===== src/rtl/tofed_stream_ctrl_if.sv =====
// Handshake bundle for tofed_stream_ctrl: parallel frame input and
// stallable serial output. The controller side uses modport master
// (it drives the serial stream and the frame-side ready). The source/sink
// side uses modport slave.
interface tofed_stream_ctrl_if #(
    parameter int FRAME_W = 20
) ();
    logic               in_valid;
    logic               in_ready;
    logic [FRAME_W-1:0] in_data;
    logic               ser_valid;
    logic               ser_ready;
    logic               ser_bit;
    logic               ser_sof;

    modport master (
        input  in_valid, in_data, ser_ready,
        output in_ready, ser_valid, ser_bit, ser_sof
    );

    modport slave (
        output in_valid, in_data, ser_ready,
        input  in_ready, ser_valid, ser_bit, ser_sof
    );
endinterface


===== src/rtl/tofed_stream_ctrl.sv =====
// tofed_stream_ctrl: accepts a frame of NUM_FBIBBLES 2-of-5 fbibbles and
// serializes it MSB first onto a stallable one-bit stream. It checks each
// fbibble's ones count and keeps a per-frame error mask plus a saturating
// cumulative error counter.
// Optional feature: define TOFED_STICKY_ERR_EN to build the sticky_err flag.
// Without that macro, sticky_err is tied to 0.
module tofed_stream_ctrl #(
    parameter int FBIBBLE_SIZE   = 5,
    parameter int ONESPERFBIBBLE = 2,
    parameter int NUM_FBIBBLES   = 4,
    parameter int ERRCNT_W       = 8
) (
    input  logic                    clk,
    input  logic                    reset,
    tofed_stream_ctrl_if.master     bus,
    input  logic                    clr_cnt,
    output logic                    frame_done,
    output logic [NUM_FBIBBLES-1:0] frame_err_mask,
    output logic [ERRCNT_W-1:0]     err_count,
    output logic                    sticky_err
);
    localparam int FRAME_W = FBIBBLE_SIZE * NUM_FBIBBLES;
    localparam int BIT_W   = (FBIBBLE_SIZE > 1) ? $clog2(FBIBBLE_SIZE) : 1;
    localparam int FB_W    = (NUM_FBIBBLES > 1) ? $clog2(NUM_FBIBBLES) : 1;
    localparam int ONES_W  = $clog2(FBIBBLE_SIZE + 1);
    localparam int POP_W   = $clog2(NUM_FBIBBLES + 1);
    localparam logic [ERRCNT_W-1:0] ERR_MAX = '1;

    typedef enum logic [1:0] {IDLE, SHIFT, DONE} state_t;

    state_t                  state_reg;
    logic [FRAME_W-1:0]      shift_reg;
    logic [BIT_W-1:0]        bit_idx_reg;
    logic [FB_W-1:0]         fb_idx_reg;
    logic [ONES_W-1:0]       ones_reg;
    logic [NUM_FBIBBLES-1:0] mask_reg;
    logic                    in_ready_reg;
    logic                    ser_valid_reg;
    logic                    ser_sof_reg;
    logic                    frame_done_reg;
    logic [NUM_FBIBBLES-1:0] frame_err_mask_reg;
    logic [ERRCNT_W-1:0]     err_count_reg;

    logic                    xfer;
    logic                    last_bit;
    logic                    last_fb;
    logic                    frame_end;
    logic [ONES_W-1:0]       ones_next;
    logic                    fb_bad;
    logic [NUM_FBIBBLES-1:0] mask_next;
    logic [POP_W-1:0]        pop_cnt;
    logic [ERRCNT_W:0]       err_sum;
    logic [ERRCNT_W-1:0]     err_sat;

    // ser_valid_reg is only high in SHIFT, so it also qualifies the state.
    assign xfer      = ser_valid_reg & bus.ser_ready;
    assign last_bit  = (bit_idx_reg == BIT_W'(FBIBBLE_SIZE - 1));
    assign last_fb   = (fb_idx_reg == FB_W'(NUM_FBIBBLES - 1));
    assign frame_end = xfer & last_bit & last_fb;
    assign ones_next = ones_reg + ONES_W'(shift_reg[FRAME_W-1]);
    assign fb_bad    = (ones_next != ONES_W'(ONESPERFBIBBLE));

    // Mask including the fbibble that is completing on this transfer.
    // It is only consumed when last_bit is set.
    generate
        for (genvar gi = 0; gi < NUM_FBIBBLES; gi++) begin : g_mask
            assign mask_next[gi] = (fb_idx_reg == FB_W'(gi)) ? fb_bad : mask_reg[gi];
        end
    endgenerate

    // Count the bad fbibbles in the completed frame and compute the saturating sum.
    always_comb begin
        pop_cnt = '0;
        for (int i = 0; i < NUM_FBIBBLES; i++) begin
            pop_cnt = pop_cnt + POP_W'(mask_next[i]);
        end
        err_sum = {1'b0, err_count_reg} + (ERRCNT_W + 1)'(pop_cnt);
        err_sat = err_sum[ERRCNT_W] ? ERR_MAX : err_sum[ERRCNT_W-1:0];
    end

    // Frame FSM with its shifter, ones counter, and registered status outputs.
    always_ff @(posedge clk) begin
        if (reset) begin
            state_reg          <= IDLE;
            shift_reg          <= '0;
            bit_idx_reg        <= '0;
            fb_idx_reg         <= '0;
            ones_reg           <= '0;
            mask_reg           <= '0;
            in_ready_reg       <= 1'b1;
            ser_valid_reg      <= 1'b0;
            ser_sof_reg        <= 1'b0;
            frame_done_reg     <= 1'b0;
            frame_err_mask_reg <= '0;
            err_count_reg      <= '0;
        end else begin
            case (state_reg)
                IDLE: begin
                    if (bus.in_valid) begin
                        shift_reg     <= bus.in_data;
                        bit_idx_reg   <= '0;
                        fb_idx_reg    <= '0;
                        ones_reg      <= '0;
                        mask_reg      <= '0;
                        in_ready_reg  <= 1'b0;
                        ser_valid_reg <= 1'b1;
                        ser_sof_reg   <= 1'b1;
                        state_reg     <= SHIFT;
                    end
                end
                SHIFT: begin
                    if (xfer) begin
                        // Shifting in zeros leaves ser_bit at 0 once the frame is drained.
                        shift_reg <= shift_reg << 1;
                        if (last_bit) begin
                            bit_idx_reg <= '0;
                            ones_reg    <= '0;
                            mask_reg    <= mask_next;
                            fb_idx_reg  <= fb_idx_reg + 1'b1;
                            ser_sof_reg <= ~last_fb;
                        end else begin
                            bit_idx_reg <= bit_idx_reg + 1'b1;
                            ones_reg    <= ones_next;
                            ser_sof_reg <= 1'b0;
                        end
                        if (frame_end) begin
                            fb_idx_reg         <= '0;
                            frame_err_mask_reg <= mask_next;
                            err_count_reg      <= err_sat;
                            ser_valid_reg      <= 1'b0;
                            frame_done_reg     <= 1'b1;
                            state_reg          <= DONE;
                        end
                    end
                end
                DONE: begin
                    frame_done_reg <= 1'b0;
                    in_ready_reg   <= 1'b1;
                    state_reg      <= IDLE;
                end
                default: begin
                    state_reg <= IDLE;
                end
            endcase
            // A clear beats a simultaneous end-of-frame accumulation.
            if (clr_cnt) begin
                err_count_reg <= '0;
            end
        end
    end

    assign bus.in_ready   = in_ready_reg;
    assign bus.ser_valid  = ser_valid_reg;
    assign bus.ser_bit    = shift_reg[FRAME_W-1];
    assign bus.ser_sof    = ser_sof_reg;
    assign frame_done     = frame_done_reg;
    assign frame_err_mask = frame_err_mask_reg;
    assign err_count      = err_count_reg;

`ifdef TOFED_STICKY_ERR_EN
    logic sticky_reg;

    // Sticky flag: set by any recorded fbibble error; cleared by clr_cnt, and the clear wins.
    always_ff @(posedge clk) begin
        if (reset) begin
            sticky_reg <= 1'b0;
        end else if (clr_cnt) begin
            sticky_reg <= 1'b0;
        end else if (frame_end && (|mask_next)) begin
            sticky_reg <= 1'b1;
        end
    end

    assign sticky_err = sticky_reg;
`else
    assign sticky_err = 1'b0;
`endif
endmodule


===== src/flat_wrapper.sv =====
// flat-port wrapper written by rule: the top's interface ports become plain ports
module tofed_stream_ctrl_flat 
#(
    parameter int FBIBBLE_SIZE   = 5,
    parameter int ONESPERFBIBBLE = 2,
    parameter int NUM_FBIBBLES   = 4,
    parameter int ERRCNT_W       = 8
)
  (clk, reset, clr_cnt, frame_done, frame_err_mask, err_count, sticky_err, bus_in_valid, bus_in_data, bus_ser_ready, bus_in_ready, bus_ser_valid, bus_ser_bit, bus_ser_sof);
  tofed_stream_ctrl_if #(.FRAME_W(((5) * (4)))) bus_i ();
  input  logic clk;
  input  logic reset;
  input  logic clr_cnt;
  output logic frame_done;
  output logic [NUM_FBIBBLES-1:0] frame_err_mask;
  output logic [ERRCNT_W-1:0] err_count;
  output logic sticky_err;
  input wire logic [$bits(bus_i.in_valid)-1:0] bus_in_valid;
  input wire logic [$bits(bus_i.in_data)-1:0] bus_in_data;
  input wire logic [$bits(bus_i.ser_ready)-1:0] bus_ser_ready;
  output wire logic [$bits(bus_i.in_ready)-1:0] bus_in_ready;
  output wire logic [$bits(bus_i.ser_valid)-1:0] bus_ser_valid;
  output wire logic [$bits(bus_i.ser_bit)-1:0] bus_ser_bit;
  output wire logic [$bits(bus_i.ser_sof)-1:0] bus_ser_sof;
  assign bus_i.in_valid = bus_in_valid;
  assign bus_i.in_data = bus_in_data;
  assign bus_i.ser_ready = bus_ser_ready;
  assign bus_in_ready = bus_i.in_ready;
  assign bus_ser_valid = bus_i.ser_valid;
  assign bus_ser_bit = bus_i.ser_bit;
  assign bus_ser_sof = bus_i.ser_sof;
  tofed_stream_ctrl #(.FBIBBLE_SIZE(FBIBBLE_SIZE), .ONESPERFBIBBLE(ONESPERFBIBBLE), .NUM_FBIBBLES(NUM_FBIBBLES), .ERRCNT_W(ERRCNT_W)) u_core (.clk(clk), .reset(reset), .bus(bus_i), .clr_cnt(clr_cnt), .frame_done(frame_done), .frame_err_mask(frame_err_mask), .err_count(err_count), .sticky_err(sticky_err));
endmodule

===== config.mk =====
export PLATFORM = sky130hd
export DESIGN_NAME = tofed_stream_ctrl_flat
export DESIGN_NICKNAME = d
export VERILOG_FILES = /design/src/rtl/tofed_stream_ctrl_if.sv /design/src/rtl/tofed_stream_ctrl.sv /design/src/flat_wrapper.sv
export SDC_FILE = /design/constraint.sdc
export NUM_CORES = 1
export LEC_CHECK = 0
export ABC_CLOCK_PERIOD_IN_PS = 4400
export BUFFER_PORTS_ARGS = -buffer_cell sky130_fd_sc_hd__buf_4
export CORE_MARGIN = 2
export CORE_UTILIZATION = 45
export CTS_BUF_LIST = sky130_fd_sc_hd__clkbuf_8 sky130_fd_sc_hd__clkbuf_16
export DETAILED_ROUTE_END_ITERATION = 6
export PLACE_DENSITY_LB_ADDON = 0.2
export SLEW_MARGIN = 40
export SYNTH_ARGS = -nofsm -noshare
export SYNTH_HDL_FRONTEND = slang
export SYNTH_SLANG_ARGS = --single-unit

===== constraint.sdc =====
create_clock -name clk -period 4.4 [get_ports clk]
set_input_delay 0.44 -clock clk [delete_from_list [all_inputs] [get_ports clk]]
set_output_delay 0.44 -clock clk [all_outputs]
set_load 0.02 [all_outputs]

# --- Word-level counts from Yosys, hierarchy flattened ---
# Cells that the tools add are included.
classes:
  n_addsub: 7
  n_mul: 0
  n_div: 0
  n_lt_le_gt_ge: 0
  n_eq_ne: 12
  shifts: 0
  n_mux: 40
  bitwise: 4
  n_reduce_logical: 14
op_table:
  columns: ["operator", "count"]
  rows:
  - ["20-bit 2-to-1 mux", 2]
  - ["20-bit case mux with 2 select lines", 1]
  - ["3-bit 2-to-1 mux", 5]
  - ["2-bit 2-to-1 mux", 7]
  - ["1-bit 2-to-1 mux", 12]
  - ["4-bit 2-to-1 mux", 3]
  - ["3-bit case mux with 2 select lines", 2]
  - ["3-bit AND reduction", 4]
  - ["4-bit AND reduction", 3]
  - ["3-bit by 1-bit adder with 3-bit output", 3]
  - ["8-bit by 3-bit adder with 9-bit output", 1]
  - ["8-bit 2-to-1 mux", 1]
  - ["1-bit case mux with 2 select lines", 4]
  - ["2-bit case mux with 2 select lines", 2]
  - ["4-bit case mux with 2 select lines", 1]
  - ["2-bit equality test (second input constant)", 3]
  - ["2-bit by 1-bit inequality test with 1-bit output (second input constant)", 3]
  - ["2-bit nonzero test", 3]
  - ["2-bit by 1-bit equality test with 1-bit output (second input constant)", 2]
  - ["2-bit logical NOT", 2]
  - ["3-bit by 1-bit adder with 3-bit output (second input constant)", 1]
  - ["1-bit AND", 3]
  - ["3-bit equality test (second input constant)", 1]
  - ["3-bit by 1-bit inequality test with 1-bit output (second input constant)", 1]
  - ["7 further kinds", 7]
totals:
  reg_bits: 50
  latch_bits: 0
  ramBits: 0
  romBits: 0
  input_bits: 25
  out_inout_bits: 18
  wordCells: 89
  n_memories: 0

# --- Logic depth before layout (Yosys ltp) ---
depth:
  ltp_word: 8
  ltp_mapped: 15
  depth_no_buf: 15

# --- Worst setup path after synthesis ---
# Ideal clock, no wire load.
synth_timing:
  path_kind: "flip-flop to flip-flop"
  startpoint: "reg u_core.shift_reg[19]"
  endpoint: "reg u_core.err_count_reg[6] (netlist: u_core.err_count[6])"
  setup_ns: 0.128
  t_arrival_ns: 3.390
  required_ns: 4.272
  path_slack_ns: 0.882
  path_stages_with_launch: 16
  path_buffers: 0
  synth_period_minus_slack_ns: 3.518
  path_cell_list: "dfxtp_1 > ha_1 > ha_1 > nor2b_1 > a31oi_1 > ha_1 > inv_1 > fa_1 > inv_1 > ha_1 > inv_1 > fa_1 > nand2b_1 > a211oi_2 > and4b_1 > nor3_1"
synth_via:
  elab_chain_len: 8
  elab_cells_between_ends: 11
  cone_classes: "add/sub (5); eq/ne (1); mux (5)"
synth_lines:
  columns: ["element", "line", "text"]
  rows:
  - ["from (decl)", "tofed_stream_ctrl.sv:32", "logic [FRAME_W-1:0] shift_reg;"]
  - ["from (signal assigned)", "tofed_stream_ctrl.sv:100", "shift_reg <= bus.in_data;"]
  - ["from (signal assigned)", "tofed_stream_ctrl.sv:114", "shift_reg <= shift_reg << 1;"]
  - ["3-bit by 1-bit adder with 3-bit output", "tofed_stream_ctrl.sv:60", "assign ones_next = ones_reg + ONES_W'(shift_reg[FRAME_W-1]);"]
  - ["3-bit by 2-bit inequality test with 1-bit output", "tofed_stream_ctrl.sv:61", "assign fb_bad = (ones_next != ONES_W'(ONESPERFBIBBLE));"]
  - ["1-bit 2-to-1 mux", "tofed_stream_ctrl.sv:67", "assign mask_next[gi] = (fb_idx_reg == FB_W'(gi)) ? fb_bad : mask_reg[gi];"]
  - ["net u_core.mask_next[0]", "tofed_stream_ctrl.sv:50", "logic [NUM_FBIBBLES-1:0] mask_next;"]
  - ["1-bit by 1-bit adder with 2-bit output", "tofed_stream_ctrl.sv:75", "pop_cnt = pop_cnt + POP_W'(mask_next[i]);"]
  - ["3-bit by 1-bit adder with 3-bit output (2 in series)", "tofed_stream_ctrl.sv:75", null]
  - ["8-bit by 3-bit adder with 9-bit output", "tofed_stream_ctrl.sv:77", "err_sum = {1'b0, err_count_reg} + (ERRCNT_W + 1)'(pop_cnt);"]
  - ["8-bit 2-to-1 mux", "tofed_stream_ctrl.sv:78", "err_sat = err_sum[ERRCNT_W] ? ERR_MAX : err_sum[ERRCNT_W-1:0];"]
  - ["to (signal assigned)", "tofed_stream_ctrl.sv:129", "err_count_reg <= err_sat;"]
  - ["to (decl)", "tofed_stream_ctrl.sv:42", "logic [ERRCNT_W-1:0] err_count_reg;"]
# The timed path passes the listed nets, and every way through them passes these cells.
# A chain may end at the register's enable or synchronous reset.

# --- Final worst setup path ---
layout_timing:
  startpoint: "reg u_core.shift_reg[19]"
  endpoint: "reg u_core.err_count_reg[4] (netlist: u_core.err_count[4])"
# The elaborated chain is that of the path after synthesis.

==> metrics.csv <==
stage;metric;value;unit
status;run_status;complete, no violations;
layout;largest_reg_flops;20;
worst_setup_path;required;4630;ps
global_routing;grt_first_pass_wirelength;7928;um
power;ir_drop;0.0001640;V
logic_synthesis;synthArstFlopShare;0;%
worst_setup_path;worst_path_most_repeated_cell;ha_1;
global_routing;grt_pass1_vias;1804;
worst_setup_path;cp_cell_sequence;ha_1 > ha_1 > nor2b_1 > a31oi_1 > ha_1 > inv_1 > fa_1 > inv_1 > ha_1 > inv_1 > fa_1 > nand2b_1 > a211oi_2 > nand2_1 > a31oi_1;
logic_synthesis;synth_seq_area_share;39.25;%
sta;fin_crit;3782;ps
sta;drv_slew;0;
routing;drc;0;
layout;nets;358;
job;maxCapViolations;0;
routing;wl;4693;um
sta;tightest_slew;511.3;ps
layout;final_layout_size_suffix_gt1_share;18.99;%
clock_network;ctsHtreeMaxLevel;2;
worst_setup_path;start_kind;flip-flop;
routing;via_count;1995;
routing;detail_route.first_pass.iterations;4;
sta;clock_skew;7.636;ps
clock_network;cts_hold_buf;0;
logic_synthesis;avgSynthCellArea;9.075;um^2
clock_network;cts.clk_slew.worst_paths;90;ps
sta;setup_tns;0;ps
hold_path;hold_path.startpoint;bus_in_data[0];
sta;hold_viol_final;0;
routing;postRouteAntennaNets;0;
hold_path;hold_path.class;in2reg;
clock_network;post_cts_buffers;0;
layout;areaGrowthSynthToFinish;16.98;%
worst_setup_path;arrival;4010;ps
die;start_util;46.59;%
routing;avgViaCountPerCell;5.142;
logic_synthesis;ys_ff_latch;50;
logic_synthesis;synth.yosys.warnings;0;
die;die_area;6285;um^2
power;p_per_area;331.1;nW/um^2
sta;slew-limit-headroom;65.91;%
logic_synthesis;netlist_area;2550;um^2
clock_network;root_buffer;clkbuf_8;
die;num_rows;27;
layout;diodes;0;
worst_setup_path;r2r_cells;15;
logic_synthesis;synth_edf_count;0;
worst_setup_path;worst-setup-path-type;reg2reg;
worst_setup_path;rr_startpoint;u_core.shift_reg[19]$_SDFFE_PP0P_;
sta;rsz0062_at_grt;no;
placement;hpwl;3336;um
global_routing;grtUsageTotal;15.88;%
power;leakage;1.166;nW
global_routing;overflow;0;
clock_network;numCtsBuffers;5;
clock_network;ctsResizeCount;0;
layout;instances_no_fill;388;
power;p_total;987.6;uW
die;dieWidth;79.28;um
die;io_pins;43;
logic_synthesis;synth_cell_type_count;46;
placement;numPortBuffers;41;
hold_path;min_to;u_core.shift_reg[0]$_SDFFE_PP0P_;
worst_setup_path;r2r_end;u_core.err_count[4]$_SDFFE_PP0P_;
sta;period_share;85.96;%
clock_network;tritoncts;built;
global_routing;grt_max_degree;50;
worst_setup_path;crit_path_max_fanout;6;
worst_setup_path;end_kind;flip-flop;
placement;gp_congestion;0.8005;
worst_setup_path;slowest_delay;420;ps
routing;wl_per_cell;12.10;um
worst_setup_path;ff2ff_setup_slack;620;ps
worst_setup_path;slowest_stage;fa_1;
die;placeableCoreArea;5473;um^2
clock_network;clock_latency;300;ps
clock_network;cts_buffer_depth;2;
logic_synthesis;postSynthCellCount;281;
clock_network;cts_sinks;50;
placement;placed_cells;380;
logic_synthesis;synth_ff_type;dfxtp_1;
hold_path;min_path_cells;3;
logic_synthesis;syn_nets;324;
routing;drt-initial-drc-count;57;
global_routing;antenna_found_initial;0;
sta;setup_viol;0;
sta;fmax;0.2644;GHz
die;die-height;79.28;um
==> how the worst max path moves through the flow <==
| stage | slack [ps] | end | startpoint | cells after the start |
|---|---|---|---|---|
| finish | 620 | u_core.err_count[4]$_SDFFE_PP0P_ | u_core.shift_reg[19]$_SDFFE_PP0P_ | 15 |
| global route | 310 | u_core.err_count[3]$_SDFFE_PP0P_ | u_core.shift_reg[19]$_SDFFE_PP0P_ | 15 |
| CTS | 620 | u_core.err_count[4]$_SDFFE_PP0P_ | u_core.shift_reg[19]$_SDFFE_PP0P_ | 15 |
| detailed placement | 660 | u_core.err_count[5]$_SDFFE_PP0P_ | u_core.shift_reg[19]$_SDFFE_PP0P_ | 15 |
| global placement | 770 | u_core.err_count[0]$_SDFFE_PP0P_ | u_core.shift_reg[19]$_SDFFE_PP0P_ | 15 |
| floorplan | 880 | u_core.err_count[6]$_SDFFE_PP0P_ | u_core.shift_reg[19]$_SDFFE_PP0P_ | 15 |
==> synthesized netlist by cell type (2+ instances only) <==
cell type | n | area, um^2
nor3_1 | 5 | 25.02
a31oi_1 | 8 | 50.05
a211oi_2 | 2 | 25.02
nand3_2 | 2 | 20.02
fa_1 | 2 | 40.04
a21o_1 | 2 | 15.01
a211oi_1 | 19 | 142.6
nor2_1 | 32 | 120.1
nand2b_1 | 3 | 18.77
dfxtp_1 | 50 | 1001
clkbuf_1 | 5 | 18.77
nand2_1 | 22 | 82.58
ha_1 | 16 | 200.2
buf_2 | 4 | 20.02
inv_1 | 15 | 56.30
o21ai_1 | 2 | 10.01
nand4b_1 | 2 | 17.52
buf_4 | 4 | 30.03
and3_1 | 3 | 18.77
o21ai_0 | 5 | 25.02
a22o_1 | 5 | 43.79
nand3_1 | 3 | 15.01
mux2i_1 | 19 | 190.2
a21oi_1 | 23 | 115.1
nor2b_1 | 3 | 18.77
nand3b_1 | 2 | 15.01
xnor2_1 | 4 | 35.03
==> final cells by class <==
type	instances	area [um^2]
Multi-Input combinational cell	201	1415
Clock inverter	1	8.758
Inverter	15	56.30
Tap cell	72	90.09
Timing Repair Buffer	42	315.3
Sequential cell	50	1001
Fill cell	518	2490
Clock buffer	7	96.34
==> cells in the final DEF, fill, tap and decap left out, types with 5 or more instances in the layout <==
cell type and instances:
nor2_1 32, buf_4 42, nand2_1 22, a31oi_1 8
mux2i_1 19, inv_1 15, a21oi_1 23, ha_1 16
nor3_1 5, o21ai_0 5, a211oi_1 19, dfxtp_1 50
clkbuf_8 7, a22o_1 5
==> metrics by stage <==
| stage | worst slack, ps | hold slack (ps) | cell area [um^2] | utilization, % |
|---|---|---|---|---|
| final | 617.7 | 412.4 | 2983 | 54.50 |
| after global routing | 305.4 | 382.9 | 2983 | 54.50 |
| after CTS | 620.4 | 396.8 | 2977 | 54.39 |
| after detailed placement | 655.4 | 450.2 | 2872 | 52.47 |
| after global placement | 771.3 | 443.7 | 2872 | 52.47 |
| after floorplan | 882.2 | 431.6 | 2550 | - |
==> critical path, delay by kind of cell (launching register included) <==
family                   cells  cell delay (ps)
adder cells (fa/ha/maj)      6             1790
flip-flops                   1              330
AND/OR/NAND/NOR              3              660
buffers and inverters        3              190
AO/OA/AOI/OAI                3              720
==> metal layers <==
metal / vias to the layer above / share of wire (%) / global-route usage, %
met5: - / 0 / 0
met4: 0 / 1.0 / 5.690
met3: 4 / 3.2 / 4.886
met2: 29 / 46 / 26.10
met1: 906 / 50 / 19.60
li1: 1056 / - / -
==> where the power goes <==
group,internal [mW],total [mW],switching [mW]
registers,0.487,0.507,0.0197
clock network,0.144,0.295,0.151
logic,0.0806,0.185,0.105
==> cells by family after synthesis <==
group,Yosys count,share of synthesized area [%]
muxes,19,7.458
adders and majority gates,18,9.421
AOI/OAI and AO/OA,74,20.12
and+or+nand+nor,85,16.73
other,1,0.1471
xor gates and xnor gates,4,1.374
DFF,50,39.25
buffers and inverters,30,5.495
(Power assumes the default switching activity.)
